===== config.mk =====
export PLATFORM = sky130hd
export DESIGN_NAME = afe_roic_spi_slave
export DESIGN_NICKNAME = d
export VERILOG_FILES = /design/src/rtl/afe_roic_pkg.sv /design/src/rtl/afe_roic_spi_slave.sv
export SDC_FILE = /design/constraint.sdc
export NUM_CORES = 1
export LEC_CHECK = 0
export ABC_CLOCK_PERIOD_IN_PS = 2000
export BUFFER_PORTS_ARGS = -buffer_cell sky130_fd_sc_hd__buf_2
export CAP_MARGIN = 15
export CORE_MARGIN = 2
export CORE_UTILIZATION = 45
export DETAILED_ROUTE_END_ITERATION = 10
export HOLD_SLACK_MARGIN = 0.02
export PLACE_DENSITY = 0.68
export SLEW_MARGIN = 20
export SYNTH_ARGS = -nofsm -noshare
export SYNTH_HDL_FRONTEND = slang
export SYNTH_SLANG_ARGS = --single-unit

===== constraint.sdc =====
create_clock -name clk -period 2 [get_ports clk]
set_input_delay 0.4 -clock clk [delete_from_list [all_inputs] [get_ports clk]]
set_output_delay 0.4 -clock clk [all_outputs]
set_load 0.005 [all_outputs]

===== src/rtl/afe_roic_pkg.sv =====
// rtl/afe_roic_pkg.sv - shared types, register map and helper functions for the ROIC stream model
package afe_roic_pkg;

   typedef enum logic [1:0] {
      MODE_NORMAL = 2'd0,
      MODE_RAMP   = 2'd1,
      MODE_FIXED  = 2'd2,
      MODE_SLEEP  = 2'd3
   } mode_e;

   typedef enum logic [2:0] {
      ST_IDLE,
      ST_PREAMBLE,
      ST_LINE,
      ST_GAP,
      ST_DONE
   } state_e;

   localparam logic [6:0] ADDR_CTRL   = 7'h00;
   localparam logic [6:0] ADDR_MODE   = 7'h01;
   localparam logic [6:0] ADDR_FIXED  = 7'h02;
   localparam logic [6:0] ADDR_LINES  = 7'h03;
   localparam logic [6:0] ADDR_STATUS = 7'h04;
   localparam logic [6:0] ADDR_INJ    = 7'h05;

   // Alternating 1010... pattern of the given width with its MSB set.
   function automatic logic [15:0] train_word(input int width);
      logic [15:0] w;
      w = '0;
      for (int i = 0; i < 16; i++) begin
         if (i < width && ((width - 1 - i) % 2) == 0) w[i] = 1'b1;
      end
      return w;
   endfunction

   // Fibonacci LFSR, x^16 + x^14 + x^13 + x^11 + 1.
   function automatic logic [15:0] lfsr_step(input logic [15:0] s);
      return {s[14:0], s[15] ^ s[13] ^ s[12] ^ s[10]};
   endfunction

endpackage


===== src/rtl/afe_roic_spi_slave.sv =====
// rtl/afe_roic_spi_slave.sv - SPI register slave; ROIC_ERR_INJECT_EN adds the INJ register
module afe_roic_spi_slave
   import afe_roic_pkg::*;
(
   input  logic        clk,
   input  logic        rst,
   input  logic        spi_sck,
   input  logic        spi_sdi,
   input  logic        spi_sen_n,
   output logic        spi_sdo,
   input  logic [15:0] status,
`ifdef ROIC_ERR_INJECT_EN
   input  logic        inj_clr,
   output logic [15:0] inj,
`endif
   output mode_e       mode,
   output logic [15:0] fixed,
   output logic [15:0] lines,
   output logic        soft_rst,
   output logic        status_rd
);
   logic [2:0]  sck_q;
   logic [1:0]  sdi_q;
   logic [1:0]  sen_q;
   logic [4:0]  cnt;
   logic [22:0] sh;
   logic [15:0] rd_sh;
   logic [15:0] rd_val;
   logic        is_rd;
   logic        rise;
   logic        fall;
   logic        sdi_s;
   logic        sen_s;
   logic        wr_en;
   logic [6:0]  rd_addr;
   logic [6:0]  wr_addr;
   logic [15:0] wr_data;

   assign rise    = sck_q[1] & ~sck_q[2];
   assign fall    = ~sck_q[1] & sck_q[2];
   assign sdi_s   = sdi_q[1];
   assign sen_s   = sen_q[1];
   assign rd_addr = {sh[5:0], sdi_s};
   assign wr_addr = sh[21:15];
   assign wr_data = {sh[14:0], sdi_s};
   assign wr_en   = rise & ~sen_s & (cnt == 5'd23) & ~sh[22];

   always_comb begin
      rd_val = '0;
      case (rd_addr)
         ADDR_MODE:   rd_val = {14'd0, mode};
         ADDR_FIXED:  rd_val = fixed;
         ADDR_LINES:  rd_val = lines;
         ADDR_STATUS: rd_val = status;
`ifdef ROIC_ERR_INJECT_EN
         ADDR_INJ:    rd_val = inj;
`endif
         default:     rd_val = '0;
      endcase
   end

   // Shifter state survives soft reset so the CTRL write itself completes cleanly.
   always_ff @(posedge clk) begin
      if (rst) begin
         sck_q     <= '0;
         sdi_q     <= '0;
         sen_q     <= 2'b11;
         cnt       <= '0;
         sh        <= '0;
         rd_sh     <= '0;
         is_rd     <= 1'b0;
         spi_sdo   <= 1'b0;
         status_rd <= 1'b0;
      end else begin
         sck_q     <= {sck_q[1:0], spi_sck};
         sdi_q     <= {sdi_q[0], spi_sdi};
         sen_q     <= {sen_q[0], spi_sen_n};
         status_rd <= 1'b0;
         if (sen_s) begin
            cnt     <= '0;
            is_rd   <= 1'b0;
            spi_sdo <= 1'b0;
         end else begin
            if (rise && cnt != 5'd24) begin
               sh  <= {sh[21:0], sdi_s};
               cnt <= cnt + 5'd1;
               if (cnt == 5'd7) begin
                  is_rd     <= sh[6];
                  rd_sh     <= rd_val;
                  status_rd <= sh[6] && (rd_addr == ADDR_STATUS);
               end
            end
            if (fall) begin
               if (is_rd && cnt >= 5'd8 && cnt < 5'd24) begin
                  spi_sdo <= rd_sh[15];
                  rd_sh   <= {rd_sh[14:0], 1'b0};
               end else begin
                  spi_sdo <= 1'b0;
               end
            end
         end
      end
   end

   always_ff @(posedge clk) begin
      if (rst || soft_rst) begin
         mode     <= MODE_NORMAL;
         fixed    <= 16'h1555;
         lines    <= 16'd1;
         soft_rst <= 1'b0;
`ifdef ROIC_ERR_INJECT_EN
         inj      <= '0;
`endif
      end else begin
`ifdef ROIC_ERR_INJECT_EN
         if (inj_clr) inj[15] <= 1'b0;
`endif
         if (wr_en) begin
            case (wr_addr)
               ADDR_CTRL:  soft_rst <= wr_data[0];
               ADDR_MODE:  mode     <= mode_e'(wr_data[1:0]);
               ADDR_FIXED: fixed    <= wr_data;
               ADDR_LINES: lines    <= wr_data;
`ifdef ROIC_ERR_INJECT_EN
               ADDR_INJ:   inj      <= wr_data;
`endif
               default:    ;
            endcase
         end
      end
   end

endmodule


After elaboration in Yosys (flattened, before gate mapping)
Cells that the tools add are included.
W data, S select, Z words.
Cells by class
  $lt $le $gt $ge: 2
  mux-type cells: 6
  reductions and logical operators: 14
  eq/ne operators: 10
  $add $sub $neg: 1
  bitwise operators: 11
Operators with widths (count)
  $mux W16: 4
  $pmux W16 S4: 1
  $eq A7 B2 Y1 const B: 4
  $eq A7 B1 Y1 const B: 2
  $reduce_and A2 Y1: 6
  $eq A7 B3 Y1 const B: 1
  $logic_not A7 Y1: 1
  $not A1 Y1: 6
  $add A5 B1 Y5 const B: 1
  $and A1 B1 Y1: 5
  $eq A5 B3 Y1 const B: 1
  $eq A5 B5 Y1 const B: 1
  $ge A5 B4 Y1 const B: 1
  $lt A5 B5 Y1 const B: 1
  $ne A5 B5 Y1 const B: 1
  $logic_and A1 B1 Y1: 4
  $reduce_or A4 Y1: 1
  $reduce_or A2 Y1: 1
  $logic_or A1 B1 Y1: 1
  $mux W1: 1
Storage, ports and cells
  logic and storage cells: 57
  output and inout port bits: 37
  flip-flop bits (word level): 89
  input bits: 21

Longest topological paths before layout
Gate-level depths: netlist of the first run.
  depth in word-level cells: 6
  depth in mapped cells: 8

Worst setup path before layout of the first run
No wires, ideal clock.
  kind: reg-to-reg
  from: register cnt[1]
  to: register rd_sh[10]
  setup slack: 0.097 ns
  data arrival time: 1.800 ns
  cell stages (with the launch flop): 8
  path buffers: 2
  cell sequence: dfxtp_1 > ha_1 > nor4bb_1 > buf_2 > nand3b_1 > buf_2 > o311a_1 > a2111oi_2
Between the ends
  cells in the longest elaborated chain, start to end: 5
  elaborated cells on any way between the ends: 11
  those cells by class: order compare (2); eq/ne (2); mux (4); reduce/logical (3)
RTL lines
  from (decl): line afe_roic_spi_slave.sv:25  | logic [4:0] cnt;
  from (signal assigned): line afe_roic_spi_slave.sv:86  | cnt <= cnt + 5'd1;
  $ge A5 B4 Y1, or another cell as far along: line afe_roic_spi_slave.sv:94  | if (is_rd && cnt >= 5'd8 && cnt < 5'd24) begin
  $logic_and A1 B1 Y1, or another cell as far along: line afe_roic_spi_slave.sv:94
  $logic_and A1 B1 Y1 or $mux W16 (tied branches): line afe_roic_spi_slave.sv:94, afe_roic_spi_slave.sv:84
  $mux W16: line afe_roic_spi_slave.sv:94
  $mux W16 *: line afe_roic_spi_slave.sv:93  | if (fall) begin
  to (signal assigned): line afe_roic_spi_slave.sv:89  | rd_sh <= rd_val;
  to (signal assigned): line afe_roic_spi_slave.sv:96  | rd_sh <= {rd_sh[14:0], 1'b0};
  to (decl): line afe_roic_spi_slave.sv:27  | logic [15:0] rd_sh;
Mark *: on every way between the ends. The rest lies on a longest branch, timed or not.
A chain may end at the register's enable or synchronous reset.

Worst setup path after layout of the first run
  from: register sh[1]
  to: register rd_sh[13]
Between the ends
  cells in the longest elaborated chain, start to end: 6
  elaborated cells on any way between the ends: 9
  those cells by class: eq/ne (4); mux (5)
RTL lines
  from (decl): line afe_roic_spi_slave.sv:26  | logic [22:0] sh;
  from (signal assigned): line afe_roic_spi_slave.sv:85  | sh <= {sh[21:0], sdi_s};
  $eq A7 B3 Y1, or another cell as far along: line afe_roic_spi_slave.sv:50  | case (rd_addr)
  $pmux W16 S4 *: line afe_roic_spi_slave.sv:50
  $mux W16 *: line afe_roic_spi_slave.sv:87  | if (cnt == 5'd7) begin
  $mux W16 *: line afe_roic_spi_slave.sv:84  | if (rise && cnt != 5'd24) begin
  $mux W16: line afe_roic_spi_slave.sv:94
  $mux W16 *: line afe_roic_spi_slave.sv:93
Marked as above.

==> impl_metrics.ini, run 1 <==
[run_status]
outcome = complete, no violations

[floorplan]
initial_standard_cell_utilization_of_the_core_pct = 46.8
num_io_pins = 58
die_w_um = 99.7
die_area_mm2 = 0.00994
placementRows = 34
design.core.area_mm2 = 0.00881
die_h_um = 99.7

[clocking]
cts_made_buffers = 9
insertion_delay_ns = 0.36
cts_max_path_buffers = 2
clkSinkCount = 89
root_buffer = clkbuf_8
htree_num_levels = 3
cts.clk_slew.worst_paths_ns = 0.10
cts_tree = yes

[setup_path]
critPathTopFamily = compound AO/OA/AOI/OAI gates
worst-path-buf-inv = 2
critPathMaxFanout = 14
reg2reg_to = rd_sh[13]$_SDFFE_PP0N_
worst-setup-path-type = reg -> reg
worstSetupStartpointType = register
setup.reg_to_reg.worst_slack_ns = 0.13
crit_path_cell_trace = buf_4 > nor4b_4 > buf_6 > a222oi_1 > o311a_1 > a2111oi_2
worst_ep_required_ns = 2.25
worstSetupEndpointType = register
rr_worst_depth = 6
critical_path.reg2reg.startpoint = sh[1]$_SDFFE_PP0P_
critPathMaxStageDelay_ns = 0.41
critical_path_arrival_ns = 2.12
cp_slowest_cell = dfxtp_1

[placement]
placed_cells = 604
gp_congestion = 0.830
dp_slack_ns = -0.00611
count_of_buffers_from_port_buffering = 57
post-dp-hpwl_um = 7440

[yosys]
yosysWarnings = 0
mappedNetlistNets = 476
ys_seq_elements = 89
mappedNetlistArea_mm2 = 0.00412
yosysUniqueCellTypes = 47
synth-async-reset-ratio_pct = 0
syn_area_per_cell_um2 = 9.10
synth_enable_flop_cells = 0
synth_top_flop_cell = dfxtp_1
number_of_instances_in_the_synthesized_netlist = 453
seq_area_frac_synth_pct = 43.2

[grt]
maximum_number_of_pins_on_one_net_before_global_route_repair = 33
gr-usage-all-layers_pct = 22.9
initial_antenna_violation_count = 0
first_global_vias = 3508
global_route.overflow_total = 0
grt_first_pass_wirelength_um = 18200

[power_and_ir_drop]
ir_drop_mv = 0.400
powerDensity_mw_per_mm2 = 647
p_leak_nw = 1.67

[sta]
layout_worst_path_cycle_share_pct = 93.6
final-hold-violation-count = 0
post-route-min-period_ns = 1.87
tightestPinTransition_ns = 0.701
setup-violations-final = 0
final_critical_path_setup_slack_ns = 0.129
worst_slew_margin_rel_pct = 53.2
timing.hold.ws_ns = 0.215
clock-skew-final_ns = 0.0150
rsz0062_at_grt = false
timing_max_transition_violations_final = 0
max_freq_mhz = 534

[drt]
routed_vias_inst = 5.97
drt_drc_violations_left = 0
ant_nets_after_route = 0
drt_wl_total_um = 11100
drt-wirelength-per-cell_um = 17.8
drtIter0Drc = 300
total_number_of_vias = 3719
drt_first_pass_iters = 6

[cells_and_area]
layout_commonest_cell = dfxtp_1
post_route_cells_drive_above_1_share_pct = 26.0
nets = 533
n_antenna_cell = 0
filler_cell_count = 802
layout-area-overhead-vs-synth_pct = 18.2
filler_free_cell_count_of_the_finished_design = 623
final_cell_mix = dfxtp_1, buf_2, o21ai_0, nand3_1, nor2_1

[min_path]
timing.hold.worst.class = in -> reg
hold-path-endpoint = sen_q[0]$_SDFF_PP1_
hold_crit_start = spi_sen_n
worst_hold_path.num_cells = 2

[run]
drv_cap = 0
==> worst max-delay path by stage <==
stage / from / endpoint / slack (ns) / cells past startpoint
after floorplan: cnt[1]$_SDFFE_PP0N_ / rd_sh[10]$_SDFFE_PP0N_ / 0.1 / 7
after global placement: cnt[1]$_SDFFE_PP0N_ / rd_sh[9]$_SDFFE_PP0N_ / 0.07 / 7
after detailed placement: cnt[1]$_SDFFE_PP0N_ / rd_sh[13]$_SDFFE_PP0N_ / -0.006 / 7
after CTS: cnt[0]$_SDFFE_PP0N_ / rd_sh[13]$_SDFFE_PP0N_ / 0.02 / 7
after global routing: cnt[1]$_SDFFE_PP0N_ / rd_sh[3]$_SDFFE_PP0N_ / 0.003 / 7
final: sh[1]$_SDFFE_PP0P_ / rd_sh[13]$_SDFFE_PP0N_ / 0.13 / 6
==> metal layers <==
layer  vias to the layer above  wire, µm  part of all wire [%]  GRT usage [%]
li1                       1798         -                     -              -
met1                      1778      5070                    46           33.4
met2                       129      5080                    46           34.3
met3                        14       765                   6.9           3.58
met4                         0       157                   1.4           8.32
met5                         -         0                     0              0
==> stage by stage <==
| stage | setup TNS [ns] | utilization (%) | total power, mW | instance area (µm²) |
|---|---|---|---|---|
| after floorplan | 0 | - | 1.95 | 4120 |
| after global placement | 0 | 52.3 | 1.99 | 4600 |
| after detailed placement | -0.00611 | 52.3 | 2.00 | 4600 |
| after CTS | 0 | 54.5 | 3.16 | 4800 |
| after global routing | 0 | 55.3 | 3.26 | 4870 |
| final | 0 | 55.3 | 3.15 | 4870 |
==> synth_stat cells (2+ instances only) <==
| cell type | count | area (µm²) |
|---|---|---|
| dfxtp_1 | 89 | 1780 |
| o21ai_0 | 47 | 235 |
| nand3_1 | 44 | 220 |
| nor2_1 | 33 | 124 |
| a21oi_1 | 27 | 135 |
| clkbuf_1 | 26 | 97.6 |
| mux2i_1 | 24 | 240 |
| inv_1 | 19 | 71.3 |
| a222oi_1 | 15 | 150 |
| nor3_1 | 15 | 75.1 |
| a2111oi_2 | 13 | 195 |
| buf_2 | 13 | 65.1 |
| o311a_1 | 13 | 130 |
| nor2b_1 | 8 | 50.1 |
| nand2_1 | 5 | 18.8 |
| nand4_1 | 5 | 31.3 |
| nand3b_1 | 4 | 30.0 |
| o21a_1 | 4 | 30.0 |
| or2_2 | 4 | 25.0 |
| xor2_1 | 4 | 35.0 |
| a31oi_1 | 3 | 18.8 |
| nor3b_1 | 3 | 22.5 |
| nor4bb_1 | 3 | 30.0 |
| buf_1 | 2 | 7.51 |
| buf_6 | 2 | 22.5 |
| ha_1 | 2 | 25.0 |
| mux2_2 | 2 | 22.5 |
| nand2b_1 | 2 | 12.5 |
| nor4b_1 | 2 | 17.5 |
| nor4b_4 | 2 | 47.6 |
| o31ai_1 | 2 | 15.0 |
==> area by class of cell <==
cell class	instances	area, µm²	area share, %
clock buffers	11	151	3.11
clock inverters	5	36.3	0.745
flip-flops and latches	89	1790	36.7
well taps	108	135	2.77
multi-input cells	300	2100	43.2
inverters	20	75.1	1.54
repair buffers	90	582	11.9
==> worst register-to-register path, delay by kind of cell (launching register included) <==
family                 cells  cell delay, ns
DFF                        1            0.41
AOI/OAI and AO/OA          3            0.68
and+or+nand+nor            1            0.28
buffers and inverters      2            0.40
==> power by group <==
part,switching [mW],total [mW],leakage [nW],internal [mW]
clock network,0.660,1.19,0.100,0.527
logic,0.0880,0.154,0.846,0.0661
registers,0.0162,1.81,0.722,1.79
total,0.764,3.15,1.67,2.39
==> sequential cells by signal (all words and copies together), names as in the netlist, 3 cells and up <==
register and cells:
lines 16, fixed 16, cnt 5, sh 23, rd_sh 16, sck_q 3
==> logic make-up after synthesis <==
family	Yosys count	synth area share [%]
buf+inv	64	6.68
compound gates	128	23.0
mux	26	6.38
xor+xnor	5	1.06
fa+ha+maj	2	0.607
simple gates	139	19.1
flops	89	43.2
==> what timing repair did <==
item	CTS	global route
endpoints found under the hold margin	0	0
setup buffers	0	3
pin swaps	0	1
gates resized for setup	3	9
setup endpoints to repair	11	15
hold buffers	0	0
Power figures use the tool's default switching activity.
==> run 2: changes to the inputs <==
--- a/config.mk
+++ b/config.mk
@@ -5,6 +5,7 @@
 export SDC_FILE = /design/constraint.sdc
 export NUM_CORES = 1
 export LEC_CHECK = 0
+export ABC_AREA = 1
 export ABC_CLOCK_PERIOD_IN_PS = 2000
 export BUFFER_PORTS_ARGS = -buffer_cell sky130_fd_sc_hd__buf_2
 export CAP_MARGIN = 15
@@ -12,6 +13,7 @@
 export CORE_UTILIZATION = 45
 export DETAILED_ROUTE_END_ITERATION = 10
 export HOLD_SLACK_MARGIN = 0.02
+export MAX_ROUTING_LAYER = met4
 export PLACE_DENSITY = 0.68
 export SLEW_MARGIN = 20
 export SYNTH_ARGS = -nofsm -noshare
==> run 2 against run 1 <==
Combinational power shrank 14%. Clock power shrank 5%. Clock skew grew 0.0012 ns. Sequential power is essentially flat. Core utilization shrank 3.7 points. Critical path depth grew 3. Sequential share of layout area grew 1.4 points. Worst hold slack gained 0.010 ns. Design area shrank 3.9%. Critical endpoint is now fixed[8]$_SDFFE_PP1P_. Largest cell class unchanged.
==> impl_metrics.ini, run 2 <==
[clocking]
cts_tree = yes
cts_hold_buf = 0
cts_resized = 0
cts_made_buffers = 9
insertion_delay_ns = 0.36
cts.clk_slew.worst_paths_ns = 0.09
root_buffer = clkbuf_8
clkSinkCount = 89
post-cts-setup-buffers = 0
cts_max_path_buffers = 2
htree_num_levels = 3

[setup_path]
critical_path.reg2reg.startpoint = cnt[1]$_SDFFE_PP0N_
reg2reg_to = fixed[8]$_SDFFE_PP1P_
critPathMaxFanout = 10
setup.reg_to_reg.worst_slack_ns = 0.20
worstSetupEndpointType = register
worst_ep_required_ns = 2.24
rr_worst_depth = 9
worstSetupEndpoint = fixed[8]$_SDFFE_PP1P_
worstSetupStartpointType = register
cp-startpoint = cnt[1]$_SDFFE_PP0N_
worst-setup-path-type = reg -> reg
critical_path_arrival_ns = 2.04

[sta]
post-route-min-period_ns = 1.80
final_layout_setup_total_negative_slack_ns = 0
setup-violations-final = 0
worst_slew_margin_rel_pct = 71.9
max_freq_mhz = 556
tightestPinTransition_ns = 0.417
final-hold-violation-count = 0
timing_max_transition_violations_final = 0
rsz0062_at_grt = false
clock-skew-final_ns = 0.0162
layout_worst_path_cycle_share_pct = 90.0

[cells_and_area]
n_antenna_cell = 0
largest-register = sh
layout_commonest_cell = nand2_1
post_route_cells_drive_above_1_share_pct = 23.2
filler_free_cell_count_of_the_finished_design = 749
layout-area-overhead-vs-synth_pct = 13.1
max_reg_flops = 23
final_cell_mix = nand2_1, dfxtp_1, a21oi_1, buf_2, inv_1
nets = 656

[power_and_ir_drop]
powerDensity_mw_per_mm2 = 652
ir_drop_mv = 0.249
p_leak_nw = 2.02

[run]
drv_cap = 0

[drt]
drt_wl_total_um = 10400
routed_vias_inst = 5.08
drtIter0Drc = 237
drt-wirelength-per-cell_um = 13.9
total_number_of_vias = 3805
drt_first_pass_iters = 6
ant_nets_after_route = 0
drt_drc_violations_left = 0

[grt]
first_global_vias = 3561
maximum_number_of_pins_on_one_net_before_global_route_repair = 41
global_route.overflow_total = 0
gr-usage-all-layers_pct = 22.5
initial_antenna_violation_count = 0
grt_first_pass_wirelength_um = 17400

[run_status]
outcome = complete, no violations

[yosys]
post-synth-top-count-cell = nand2_1
synth_top_flop_cell = dfxtp_1
seq_area_frac_synth_pct = 43.0
ys_top_cells_by_count = nand2_1, dfxtp_1, a21oi_1, inv_1, nand3_1
syn_area_per_cell_um2 = 7.14
number_of_instances_in_the_synthesized_netlist = 580
yosysWarnings = 0
synthTopCellsByArea = dfxtp_1, nand2_1, a21oi_1
mappedNetlistNets = 603
synth-async-reset-ratio_pct = 0
synth_enable_flop_cells = 0
share_of_the_synthesized_area_in_the_top_cell_type_pct = 43.0
yosysUniqueCellTypes = 34
mappedNetlistArea_mm2 = 0.00414
synth_area_leader_cell = dfxtp_1
ys_seq_elements = 89

[placement]
gp_congestion = 0.848
post-dp-hpwl_um = 7640
count_of_buffers_from_port_buffering = 57
placed_cells = 733

[floorplan]
die_area_mm2 = 0.00999
initial_standard_cell_utilization_of_the_core_pct = 45.7
die_w_um = 99.9
num_io_pins = 58
placementRows = 35
design.core.area_mm2 = 0.00906
die_h_um = 99.9

[min_path]
timing.hold.worst.class = in -> reg
[run 2: how the worst min path moves through the flow]
stage	start	to	slack, ns	cells after the start
5_1_grt	spi_sen_n	sen_q[0]$_SDFF_PP1_	0.22	2
3_3_place_gp	sdi_q[0]$_SDFF_PP0_	sdi_q[1]$_SDFF_PP0_	0.39	2
6_report	spi_sen_n	sen_q[0]$_SDFF_PP1_	0.22	2
2_1_floorplan	sck_q[0]$_SDFF_PP0_	sck_q[1]$_SDFF_PP0_	0.39	2
3_5_place_dp	sen_q[0]$_SDFF_PP1_	sen_q[1]$_SDFF_PP1_	0.39	1
4_1_cts	spi_sen_n	sen_q[0]$_SDFF_PP1_	0.21	2
[run 2: kinds of logic after synthesis]
family | Yosys count | share of synthesized area (%)
AOI/OAI and AO/OA | 136 | 18.6
and+or+nand+nor | 267 | 28.8
adders and majority gates | 2 | 0.604
buffers and inverters | 86 | 9.00
DFF | 89 | 43.0
[run 2: critical path, cell delays in order, from the launching register on]
cell	delay [ns]
dfxtp_1	0.38
ha_1	0.18
nand2_1	0.07
inv_2	0.06
nand2_2	0.06
nor3_4	0.23
nand3_2	0.23
buf_4	0.25
a21oi_1	0.13
o21ai_0	0.09
[run 2: where the power goes]
group          total, mW  internal (mW)  switching, mW
sequential          1.79           1.78        0.00798
clock               1.13          0.518          0.616
combinational      0.132         0.0421         0.0896
total               3.05           2.34          0.714
[run 2: area by class of cell]
| type | instances | area, µm² |
|---|---|---|
| Clock buffer | 12 | 155 |
| Inverter | 61 | 231 |
| Tap cell | 111 | 139 |
| Sequential cell | 89 | 1780 |
| Fill cell | 884 | 4380 |
| Multi-Input combinational cell | 405 | 1990 |
| Clock inverter | 4 | 27.5 |
| Timing Repair Buffer | 67 | 360 |
[run 2: through the flow]
step	hold slack, ns	setup WS [ns]	total power [mW]	util, %	cell area (µm²)
final	0.225	0.200	3.05	51.6	4680
after global routing	0.222	0.0469	3.17	51.6	4680
after CTS	0.214	0.219	3.08	51.6	4680
after detailed placement	0.395	0.231	1.96	49.6	4500
after global placement	0.389	0.318	1.96	49.6	4500
after floorplan	0.388	0.451	1.91	-	4140
[run 2: metal layers]
metal	track usage, %	vias to the layer above	routed length [µm]
met1	29.4	1740	4860
met2	36.0	77	4910
met5	-	-	0
met4	7.80	0	174
li1	-	1972	-
met3	3.20	16	478
